<file path="config.mk">
export PLATFORM = sky130hd
export DESIGN_NAME = fcpu_reorder_buffer_flat
export DESIGN_NICKNAME = d
export VERILOG_FILES = /design/src/rtl/fcpu_reorder_buffer_if.sv /design/src/rtl/fcpu_reorder_buffer.sv /design/src/flat_wrapper.sv
export SDC_FILE = /design/constraint.sdc
export NUM_CORES = 1
export LEC_CHECK = 0
export ABC_AREA = 1
export CAP_MARGIN = 30
export CORE_MARGIN = 2
export CORE_UTILIZATION = 45
export CTS_CLUSTER_SIZE = 20
export DETAILED_ROUTE_END_ITERATION = 12
export PLACE_DENSITY_LB_ADDON = 0.3
export REMOVE_ABC_BUFFERS = 1
export SETUP_SLACK_MARGIN = 0.02
export SLEW_MARGIN = 5
export SYNTH_ARGS = -nofsm -noshare
export SYNTH_HDL_FRONTEND = slang
export SYNTH_SLANG_ARGS = --single-unit
</file>
<file path="constraint.sdc">
create_clock -name clk -period 5.5 [get_ports clk]
set_clock_uncertainty 0.2 [all_clocks]
set_input_delay 0.55 -clock clk [delete_from_list [all_inputs] [get_ports clk]]
set_output_delay 0.55 -clock clk [all_outputs]
set_load 0.03 [all_outputs]
</file>
<file path="src/rtl/fcpu_reorder_buffer_if.sv">
// Bundles the ROB's dispatch, CDB, lookup and commit signals.
// Upstream/commit logic connects through master; the ROB itself uses slave.
interface fcpu_reorder_buffer_if #(
    parameter int N_ROB_W    = 4,
    parameter int DATA_W     = 32,
    parameter int REG_ADDR_W = 5,
    parameter int RSV_ID_W   = 5
);
    logic                  flush;
    logic                  dispatch_valid;
    logic                  dispatch_ready;
    logic [2:0]            dispatch_type;
    logic [REG_ADDR_W-1:0] dispatch_dst;
    logic [N_ROB_W-1:0]    dispatch_tag;
    logic                  cdb_valid;
    logic [RSV_ID_W-1:0]   cdb_tag;
    logic [DATA_W-1:0]     cdb_data;
    logic [N_ROB_W-1:0]    lookup_tag;
    logic                  lookup_done;
    logic [DATA_W-1:0]     lookup_data;
    logic                  commit_valid;
    logic                  commit_ready;
    logic [2:0]            commit_type;
    logic [REG_ADDR_W-1:0] commit_dst;
    logic [DATA_W-1:0]     commit_data;
    logic [N_ROB_W-1:0]    commit_tag;
    logic [N_ROB_W:0]      count;

    modport master (
        output flush, dispatch_valid, dispatch_type, dispatch_dst,
        output cdb_valid, cdb_tag, cdb_data, lookup_tag, commit_ready,
        input  dispatch_ready, dispatch_tag, lookup_done, lookup_data,
        input  commit_valid, commit_type, commit_dst, commit_data, commit_tag, count
    );

    modport slave (
        input  flush, dispatch_valid, dispatch_type, dispatch_dst,
        input  cdb_valid, cdb_tag, cdb_data, lookup_tag, commit_ready,
        output dispatch_ready, dispatch_tag, lookup_done, lookup_data,
        output commit_valid, commit_type, commit_dst, commit_data, commit_tag, count
    );
endinterface

</file>
<file path="src/rtl/fcpu_reorder_buffer.sv">
// In-order retirement buffer: allocates tags at dispatch, collects CDB results,
// and retires completed entries strictly in program order.
module fcpu_reorder_buffer #(
    parameter int N_ROB_W    = 4,
    parameter int DATA_W     = 32,
    parameter int REG_ADDR_W = 5,
    parameter int RSV_ID_W   = 5
) (
    input logic                clk,
    input logic                rstn,
    fcpu_reorder_buffer_if.slave rob
);
    localparam int DEPTH = 1 << N_ROB_W;
    localparam logic [N_ROB_W:0] PTR_ONE = {{N_ROB_W{1'b0}}, 1'b1};

    logic [DEPTH-1:0]      valid_q, valid_d;
    logic [DEPTH-1:0]      done_q, done_d;
    logic [2:0]            type_q [DEPTH];
    logic [2:0]            type_d [DEPTH];
    logic [REG_ADDR_W-1:0] dst_q  [DEPTH];
    logic [REG_ADDR_W-1:0] dst_d  [DEPTH];
    logic [DATA_W-1:0]     data_q [DEPTH];
    logic [DATA_W-1:0]     data_d [DEPTH];
    logic [N_ROB_W:0]      head_q, head_d;
    logic [N_ROB_W:0]      tail_q, tail_d;

    logic [N_ROB_W-1:0]    head_idx;
    logic [N_ROB_W-1:0]    tail_idx;
    logic [N_ROB_W-1:0]    cdb_idx;
    logic                  full;
    logic                  dispatch_fire;
    logic                  commit_fire;
    logic                  cdb_hit;

    assign head_idx = head_q[N_ROB_W-1:0];
    assign tail_idx = tail_q[N_ROB_W-1:0];
    assign cdb_idx  = rob.cdb_tag[N_ROB_W-1:0];
    // Same index with opposite wrap bits means every entry is occupied.
    assign full     = (head_idx == tail_idx) && (head_q[N_ROB_W] != tail_q[N_ROB_W]);

    assign dispatch_fire = rob.dispatch_valid && !full;
    assign commit_fire   = rob.commit_valid && rob.commit_ready;
    assign cdb_hit       = rob.cdb_valid && (rob.cdb_tag[RSV_ID_W-1:N_ROB_W] == '0)
                           && valid_q[cdb_idx];

    assign rob.dispatch_ready = !full;
    assign rob.dispatch_tag   = tail_idx;
    assign rob.count          = tail_q - head_q;
    assign rob.commit_valid   = valid_q[head_idx] && done_q[head_idx];
    assign rob.commit_type    = type_q[head_idx];
    assign rob.commit_dst     = dst_q[head_idx];
    assign rob.commit_data    = data_q[head_idx];
    assign rob.commit_tag     = head_idx;
    assign rob.lookup_done    = valid_q[rob.lookup_tag] && done_q[rob.lookup_tag];
    assign rob.lookup_data    = data_q[rob.lookup_tag];

    always_comb begin
        valid_d = valid_q;
        done_d  = done_q;
        type_d  = type_q;
        dst_d   = dst_q;
        data_d  = data_q;
        head_d  = head_q;
        tail_d  = tail_q;
        if (rob.flush) begin
            valid_d = '0;
            done_d  = '0;
            head_d  = '0;
            tail_d  = '0;
        end else begin
            if (cdb_hit) begin
                done_d[cdb_idx] = 1'b1;
                data_d[cdb_idx] = rob.cdb_data;
            end
            // Allocation is applied after the CDB update so a new entry always starts not-done.
            if (dispatch_fire) begin
                valid_d[tail_idx] = 1'b1;
                done_d[tail_idx]  = 1'b0;
                type_d[tail_idx]  = rob.dispatch_type;
                dst_d[tail_idx]   = rob.dispatch_dst;
                tail_d            = tail_q + PTR_ONE;
            end
            if (commit_fire) begin
                valid_d[head_idx] = 1'b0;
                done_d[head_idx]  = 1'b0;
                head_d            = head_q + PTR_ONE;
            end
        end
    end

    always_ff @(posedge clk or negedge rstn) begin
        if (!rstn) begin
            valid_q <= '0;
            done_q  <= '0;
            head_q  <= '0;
            tail_q  <= '0;
        end else begin
            valid_q <= valid_d;
            done_q  <= done_d;
            head_q  <= head_d;
            tail_q  <= tail_d;
        end
    end

    // Payload fields are only meaningful while valid, so they carry no reset.
    always_ff @(posedge clk) begin
        for (int i = 0; i < DEPTH; i++) begin
            type_q[i] <= type_d[i];
            dst_q[i]  <= dst_d[i];
            data_q[i] <= data_d[i];
        end
    end
endmodule

</file>
<file path="src/flat_wrapper.sv">
// flat-port wrapper written by rule: the top's interface ports become plain ports
module fcpu_reorder_buffer_flat 
#(
    parameter int N_ROB_W    = 4,
    parameter int DATA_W     = 32,
    parameter int REG_ADDR_W = 5,
    parameter int RSV_ID_W   = 5
)
  (clk, rstn, rob_flush, rob_dispatch_valid, rob_dispatch_type, rob_dispatch_dst, rob_cdb_valid, rob_cdb_tag, rob_cdb_data, rob_lookup_tag, rob_commit_ready, rob_dispatch_ready, rob_dispatch_tag, rob_lookup_done, rob_lookup_data, rob_commit_valid, rob_commit_type, rob_commit_dst, rob_commit_data, rob_commit_tag, rob_count);
  fcpu_reorder_buffer_if #(.N_ROB_W(N_ROB_W), .DATA_W(DATA_W), .REG_ADDR_W(REG_ADDR_W), .RSV_ID_W(RSV_ID_W)) rob_i ();
  input logic clk;
  input logic rstn;
  input wire logic [$bits(rob_i.flush)-1:0] rob_flush;
  input wire logic [$bits(rob_i.dispatch_valid)-1:0] rob_dispatch_valid;
  input wire logic [$bits(rob_i.dispatch_type)-1:0] rob_dispatch_type;
  input wire logic [$bits(rob_i.dispatch_dst)-1:0] rob_dispatch_dst;
  input wire logic [$bits(rob_i.cdb_valid)-1:0] rob_cdb_valid;
  input wire logic [$bits(rob_i.cdb_tag)-1:0] rob_cdb_tag;
  input wire logic [$bits(rob_i.cdb_data)-1:0] rob_cdb_data;
  input wire logic [$bits(rob_i.lookup_tag)-1:0] rob_lookup_tag;
  input wire logic [$bits(rob_i.commit_ready)-1:0] rob_commit_ready;
  output wire logic [$bits(rob_i.dispatch_ready)-1:0] rob_dispatch_ready;
  output wire logic [$bits(rob_i.dispatch_tag)-1:0] rob_dispatch_tag;
  output wire logic [$bits(rob_i.lookup_done)-1:0] rob_lookup_done;
  output wire logic [$bits(rob_i.lookup_data)-1:0] rob_lookup_data;
  output wire logic [$bits(rob_i.commit_valid)-1:0] rob_commit_valid;
  output wire logic [$bits(rob_i.commit_type)-1:0] rob_commit_type;
  output wire logic [$bits(rob_i.commit_dst)-1:0] rob_commit_dst;
  output wire logic [$bits(rob_i.commit_data)-1:0] rob_commit_data;
  output wire logic [$bits(rob_i.commit_tag)-1:0] rob_commit_tag;
  output wire logic [$bits(rob_i.count)-1:0] rob_count;
  assign rob_i.flush = rob_flush;
  assign rob_i.dispatch_valid = rob_dispatch_valid;
  assign rob_i.dispatch_type = rob_dispatch_type;
  assign rob_i.dispatch_dst = rob_dispatch_dst;
  assign rob_i.cdb_valid = rob_cdb_valid;
  assign rob_i.cdb_tag = rob_cdb_tag;
  assign rob_i.cdb_data = rob_cdb_data;
  assign rob_i.lookup_tag = rob_lookup_tag;
  assign rob_i.commit_ready = rob_commit_ready;
  assign rob_dispatch_ready = rob_i.dispatch_ready;
  assign rob_dispatch_tag = rob_i.dispatch_tag;
  assign rob_lookup_done = rob_i.lookup_done;
  assign rob_lookup_data = rob_i.lookup_data;
  assign rob_commit_valid = rob_i.commit_valid;
  assign rob_commit_type = rob_i.commit_type;
  assign rob_commit_dst = rob_i.commit_dst;
  assign rob_commit_data = rob_i.commit_data;
  assign rob_commit_tag = rob_i.commit_tag;
  assign rob_count = rob_i.count;
  fcpu_reorder_buffer #(.N_ROB_W(N_ROB_W), .DATA_W(DATA_W), .REG_ADDR_W(REG_ADDR_W), .RSV_ID_W(RSV_ID_W)) u_core (.clk(clk), .rstn(rstn), .rob(rob_i));
endmodule
</file>
==> results.toml, run 1 <==
[critical_path]
reg2reg_depth = 7
worstPathRequired_ns = 4.75
cp-start-kind = "flop"
critical_path.slowest_cell = "clkdlybuf4s50_1"
cp_cell_sequence = "inv_6, buf_4, nor2_1, o21ai_0, nand2_1, nand4_1, clkdlybuf4s50_1"
cp.arrival_ns = 3.80
critical_path_cell_count = 7
endpoint_kind = "output port"
critPathKind = "reg2out"
crit_fanout = 70
cpPeakStageDelay_ns = 0.74
crit_family = "buffers and inverters"
path_buf_inv = 3

[timing]
post-route-min-period_ns = 4.55
max_freq_ghz = 0.220
fin_crit_sh_pct = 82.6
slew_viol_final = 0
holdWs_ns = 0.130
hold_viol_final = 0
worst_slew_pin_slew_ns = 1.03
relSlewSlack_pct = 31.3
setup_violations = 0
rsz0062_at_grt = "no"
layout_setup_ws_ns = 0.955

[routing]
viasPerCell = 5.95
drtIter0Drc = 3141
finalWirelength_mm = 94.1
drc = 0
num_vias = 25800
antenna_left = 0
drt_first_pass_iters = 6
wl_per_cell_um = 21.7

[placed_design]
place_area_um2 = 34900
routabilityCongestion = 0.866
portBuffers = 142
dp_cells = 4200
post-place-ws_ns = 1.16
hpwl_mm = 52.9

[clock_network]
root_buffer = "clkbuf_16"
post_cts_resized = 0
cts_buffers = 75
cts.sinks = 682
clk_latency_ns = 0.62
post-cts-setup-buffers = 0
cts_max_path_buffers = 3
path_clk_slew_ns = 0.06
tritoncts = "yes"
htreeDepth = 3

[cells_and_area]
final_cell_mix = "o21ai_0 (698), edfxtp_1 (640), nor2_1 (381)"
drive_above_1_share_pct = 6.70
mostFrequentLayoutCell = "o21ai_0"
final_cells = 4336
n_fill_cell = 6365
antennaDiodeCount = 0
area_delta_synth_final_pct = 14.3
nets = 3396
final_area_um2 = 37300

[global_routing]
grt_max_degree = 225
grt_pass1_wl_mm = 143
antenna_found_initial = 4
overflow = 0
globalRouteTotalUtil_pct = 24.7
first_global_vias = 24300

[run]
maxCapViolCount = 0

[floorplan]
row_count = 98
die_area_um2 = 74800
io_pins = 143
core_um2 = 71700
fp.dieW_um = 273
die-height_um = 273
initial_utilization_pct = 45.6

[power_and_ir_drop]
clkPwrFrac_pct = 44.1
peakVddDrop_uv = 216
p_int_uw = 8770
p_sw_uw = 2580
swShare_pct = 22.7
power_frac_seq_pct = 50.2
power_density_nw_per_um2 = 304
p_leak_uw = 0.0127
combPwrFrac_pct = 5.8

[synth]
ys_seq_elements = 682
yosys-top-cells-area = "edfxtp_1 (59%), o21ai_0 (11%), nor2_1 (4.5%), a21oi_1 (4.4%), nand2_1 (4.2%)"
yosys_warnings = 0
syn_area_per_cell_um2 = 9.89
synth_cells = 3305
synth_top_cell_area_share_pct = 58.8
yosysTopAreaCell = "edfxtp_1"
seq_area_frac_synth_pct = 62.0
ys_types = 37
syn_area_um2 = 32700

[min_path]
hold_path.class = "in2async"

[outcome]
status = "finished, final reports clean"
==> cell usage after synthesis, drive strengths merged <==
cell type  count
xor2           5
xnor2          2
nand3         56
inv          205
o211ai       112
a21oi        286
nor4           7
dfrtp         42
o21a          13
nor2         396
edfxtp       640
nand4         54
o22ai         32
fa             1
clkinv         9
clkbuf       191
o221ai         8
ha            12
and2          12
nor3           7
buf           65
nand3b         1
o21ai        773
nand2        376
==> cells by family (layout without fill, tap and decap cells) <==
logic type,count (synthesis),in the layout,synth area share (%)
xor gates and xnor gates,7,7,0.188
buffers and inverters,470,551,5.75
AOI/OAI and AO/OA,1224,1224,20.0
and+or+nand+nor,909,909,11.5
adders and majority gates,13,13,0.521
DFF,682,682,62.0
==> cell type report <==
type | count | area, µm² | area share [%]
flip-flops and latches | 682 | 20300 | 54.3
well taps | 950 | 1190 | 3.18
clock buffers | 93 | 1990 | 5.34
clock inverters | 42 | 440 | 1.18
multi-input cells | 2153 | 10700 | 28.5
repair buffers | 202 | 1980 | 5.29
inverters | 214 | 811 | 2.17
==> state kept, by name, indices dropped and copies added, names as in the netlist <==
signal          flops
u_core.data_q     512
u_core.done_q      16
u_core.dst_q       80
u_core.head_q       5
u_core.tail_q       5
u_core.type_q      48
u_core.valid_q     16
==> metrics by stage <==
stage / total power (µW) / utilization (%) / setup TNS, ns
global route: 11600 / 52.1 / 0
floorplan: 6080 / - / -1050.33
CTS: 11400 / 52.1 / 0
detailed placement: 6450 / 48.6 / 0
global placement: 6440 / 48.6 / 0
finish: 11300 / 52.1 / 0
==> metal layers <==
metal / global-route usage, % / up-vias / share of wire (%)
met5: 0 / - / 0.055
met4: 8.11 / 8 / 3.1
met3: 4.41 / 213 / 9.0
met2: 38.4 / 1279 / 46
met1: 35.2 / 12500 / 42
li1: - / 11800 / -
==> worst paths after layout <==
kind / startpoint / endpoint / slack (ns)
min in group clk: rob_flush / u_core.tail_q[3] / 0.29
hold reg to reg: u_core.head_q[4] / u_core.head_q[4] / 0.34
setup reg to reg: u_core.head_q[0] / u_core.dst_q[9] / 1.78
max in group asynchronous: rstn / u_core.valid_q[3] / 4.47
setup / recovery: u_core.head_q[0] / rob_commit_data[7] / 0.95
hold / removal: rstn / u_core.tail_q[0] / 0.13
==> worst reg2reg max path, cell delays in order, from the launching register on <==
cell and delay (ns):
dfrtp_4 0.77, buf_4 0.52, ha_1 0.33, nand4_1 0.12
nand2_1 0.19, nor2_1 0.30, nand2_1 0.21, nor2_1 0.72
==> power by group through the flow <==
| stage | clock network [µW] | logic, µW | registers [µW] |
|---|---|---|---|
| after floorplan | 0 | 274 | 5800 |
| after CTS | 5050 | 650 | 5690 |
| after detailed placement | 0 | 647 | 5800 |
| final | 5000 | 656 | 5690 |
| after global placement | 0 | 636 | 5800 |
| after global routing | 5250 | 709 | 5690 |
==> what timing repair did <==
action / in CTS / in global routing
endpoints found under the setup margin: 0 / 0
endpoints found under the hold margin: 42 / 0
hold buffers: 1 / 0
Power figures use the tool's default switching activity.
==> inputs of run 2 (changes only) <==
Clock period 5.5 ns to 3.8 ns, I/O delays scaled along.
==> results.toml, run 2 (synthesized netlist as in run 1, its figures left out) <==
[cells_and_area]
final_area_um2 = 38100
antennaDiodeCount = 0
final_cell_mix = "o21ai_0 (696), edfxtp_1 (640), nor2_1 (381)"
final_cells = 4382
final_util_pct = 53.1
top_regs = "u_core.data_q: 512 flops, u_core.dst_q: 80 flops, u_core.type_q: 48 flops"
mostFrequentLayoutCell = "o21ai_0"
nets = 3441
largest_reg_flops = 512
drive_above_1_share_pct = 8.22
regMostFlops = "u_core.data_q"
area_delta_synth_final_pct = 16.5

[global_routing]
grt_max_degree = 121
globalRouteTotalUtil_pct = 24.1
grt_pass1_wl_mm = 139
top_usage_layer = "met2"
antenna_found_initial = 3
first_global_vias = 23800
use_met2_pct = 38.3
overflow = 0
grtUsageMet3_pct = 4.32
met1_usage_pct = 33.8

[critical_path]
worstPathRequired_ns = 3.22
endpoint_kind = "output port"
cp-start-kind = "flop"
crit_fanout = 120
reg2reg_depth = 9
reg2reg_to = "u_core.dst_q[66]"
cp.arrival_ns = 3.15
r2r_slack_ns = 0.67
cp-startpoint = "u_core.head_q[0]"
crit_path_end = "rob_commit_data[31]"
critPathKind = "reg2out"
r2r_start = "u_core.head_q[2]"

[timing]
fin_crit_sh_pct = 98.2
rsz0062_at_grt = "no"
post-route-min-period_ns = 3.73
worst_slew_pin_slew_ns = 0.894
layout_setup_ws_ns = 0.0669
max_freq_ghz = 0.268
slew_viol_final = 0
setup_violations = 0
relSlewSlack_pct = 40.2
hold_viol_final = 0

[placed_design]
place_area_um2 = 35600
portBuffers = 142
routabilityCongestion = 0.919
hpwl_mm = 52.6
dp_cells = 4240
post-place-ws_ns = 0.273

[clock_network]
root_buffer = "clkbuf_16"
htreeDepth = 3
path_clk_slew_ns = 0.06
tritoncts = "yes"
cts_buffers = 74
cts.sinks = 682
cts_max_path_buffers = 3
clk_latency_ns = 0.64

[routing]
num_vias = 25700
wl_per_cell_um = 21.0
drt_first_pass_iters = 8
drtIter0Drc = 2963
finalWirelength_mm = 92.1
viasPerCell = 5.87
antenna_left = 0
drc = 0

[floorplan]
core_um2 = 71700
fp.dieW_um = 273
initial_utilization_pct = 45.6
die_area_um2 = 74800
io_pins = 143
die-height_um = 273
row_count = 98

[min_path]
hold_path.class = "in2async"

[power_and_ir_drop]
power_density_nw_per_um2 = 430
p_leak_uw = 0.0132
peakVddDrop_uv = 444

[run]
maxCapViolCount = 0

[outcome]
status = "finished, final reports clean"
-- run 2: metrics by stage --
step                      hold WS, ns   TNS, ns  total power (µW)
after global placement          0.318         0              9340
after detailed placement       0.0447         0              9350
final                          0.0635         0             16400
after floorplan                -0.116  -1557.47              8800
after global routing           0.0816         0             16800
after CTS                      0.0590         0             16500
-- run 2: final cells by class --
class	count	area, µm²
timing repair buffer	248	2720
inverter	214	813
fill	6232	33700
sequential	682	20300
clock inverter	45	504
tap	950	1190
clock buffer	90	1910
multi-input combinational	2153	10700
-- run 2: worst min-delay path by stage --
stage                          start            endpoint  slack [ns]  cells past startpoint
finish                          rstn    u_core.head_q[0]        0.06                      3
global route                    rstn  u_core.valid_q[12]        0.08                      3
CTS                             rstn  u_core.valid_q[12]        0.06                      3
detailed placement              rstn    u_core.head_q[3]        0.04                      1
global placement    u_core.head_q[4]    u_core.head_q[4]        0.32                      2
floorplan                       rstn    u_core.done_q[0]       -0.12                      0
-- run 2: worst max-delay path, cell delays in order (launching register included) --
cell	delay, ns
dfrtp_4	0.61
buf_12	0.19
buf_16	0.20
a21oi_1	0.25
o21ai_0	0.10
o21ai_0	0.10
nand2_1	0.09
nand4_1	0.15
clkdlybuf4s50_1	0.68
-- run 2: power by group --
part / switching (µW) / internal (µW) / total [µW]
sequential: 8.16 / 8230 / 8240
combinational: 659 / 312 / 971
clock: 3000 / 4170 / 7170
total: 3670 / 12700 / 16400
-- run 2: layer usage --
metal  part of all wire, %  wire (µm)
met1                    42      38500
met2                    46      42200
met3                   9.3       8610
met4                   2.9       2680
met5                 0.042         39
-- run 2: timing repair --
action | CTS | global route
setup endpoints to repair | 5 | 24
setup buffers | 0 | 5
pin swaps | 0 | 0
gates resized for setup | 2 | 8
hold buffers | 2 | 0
hold endpoints to repair | 42 | 0
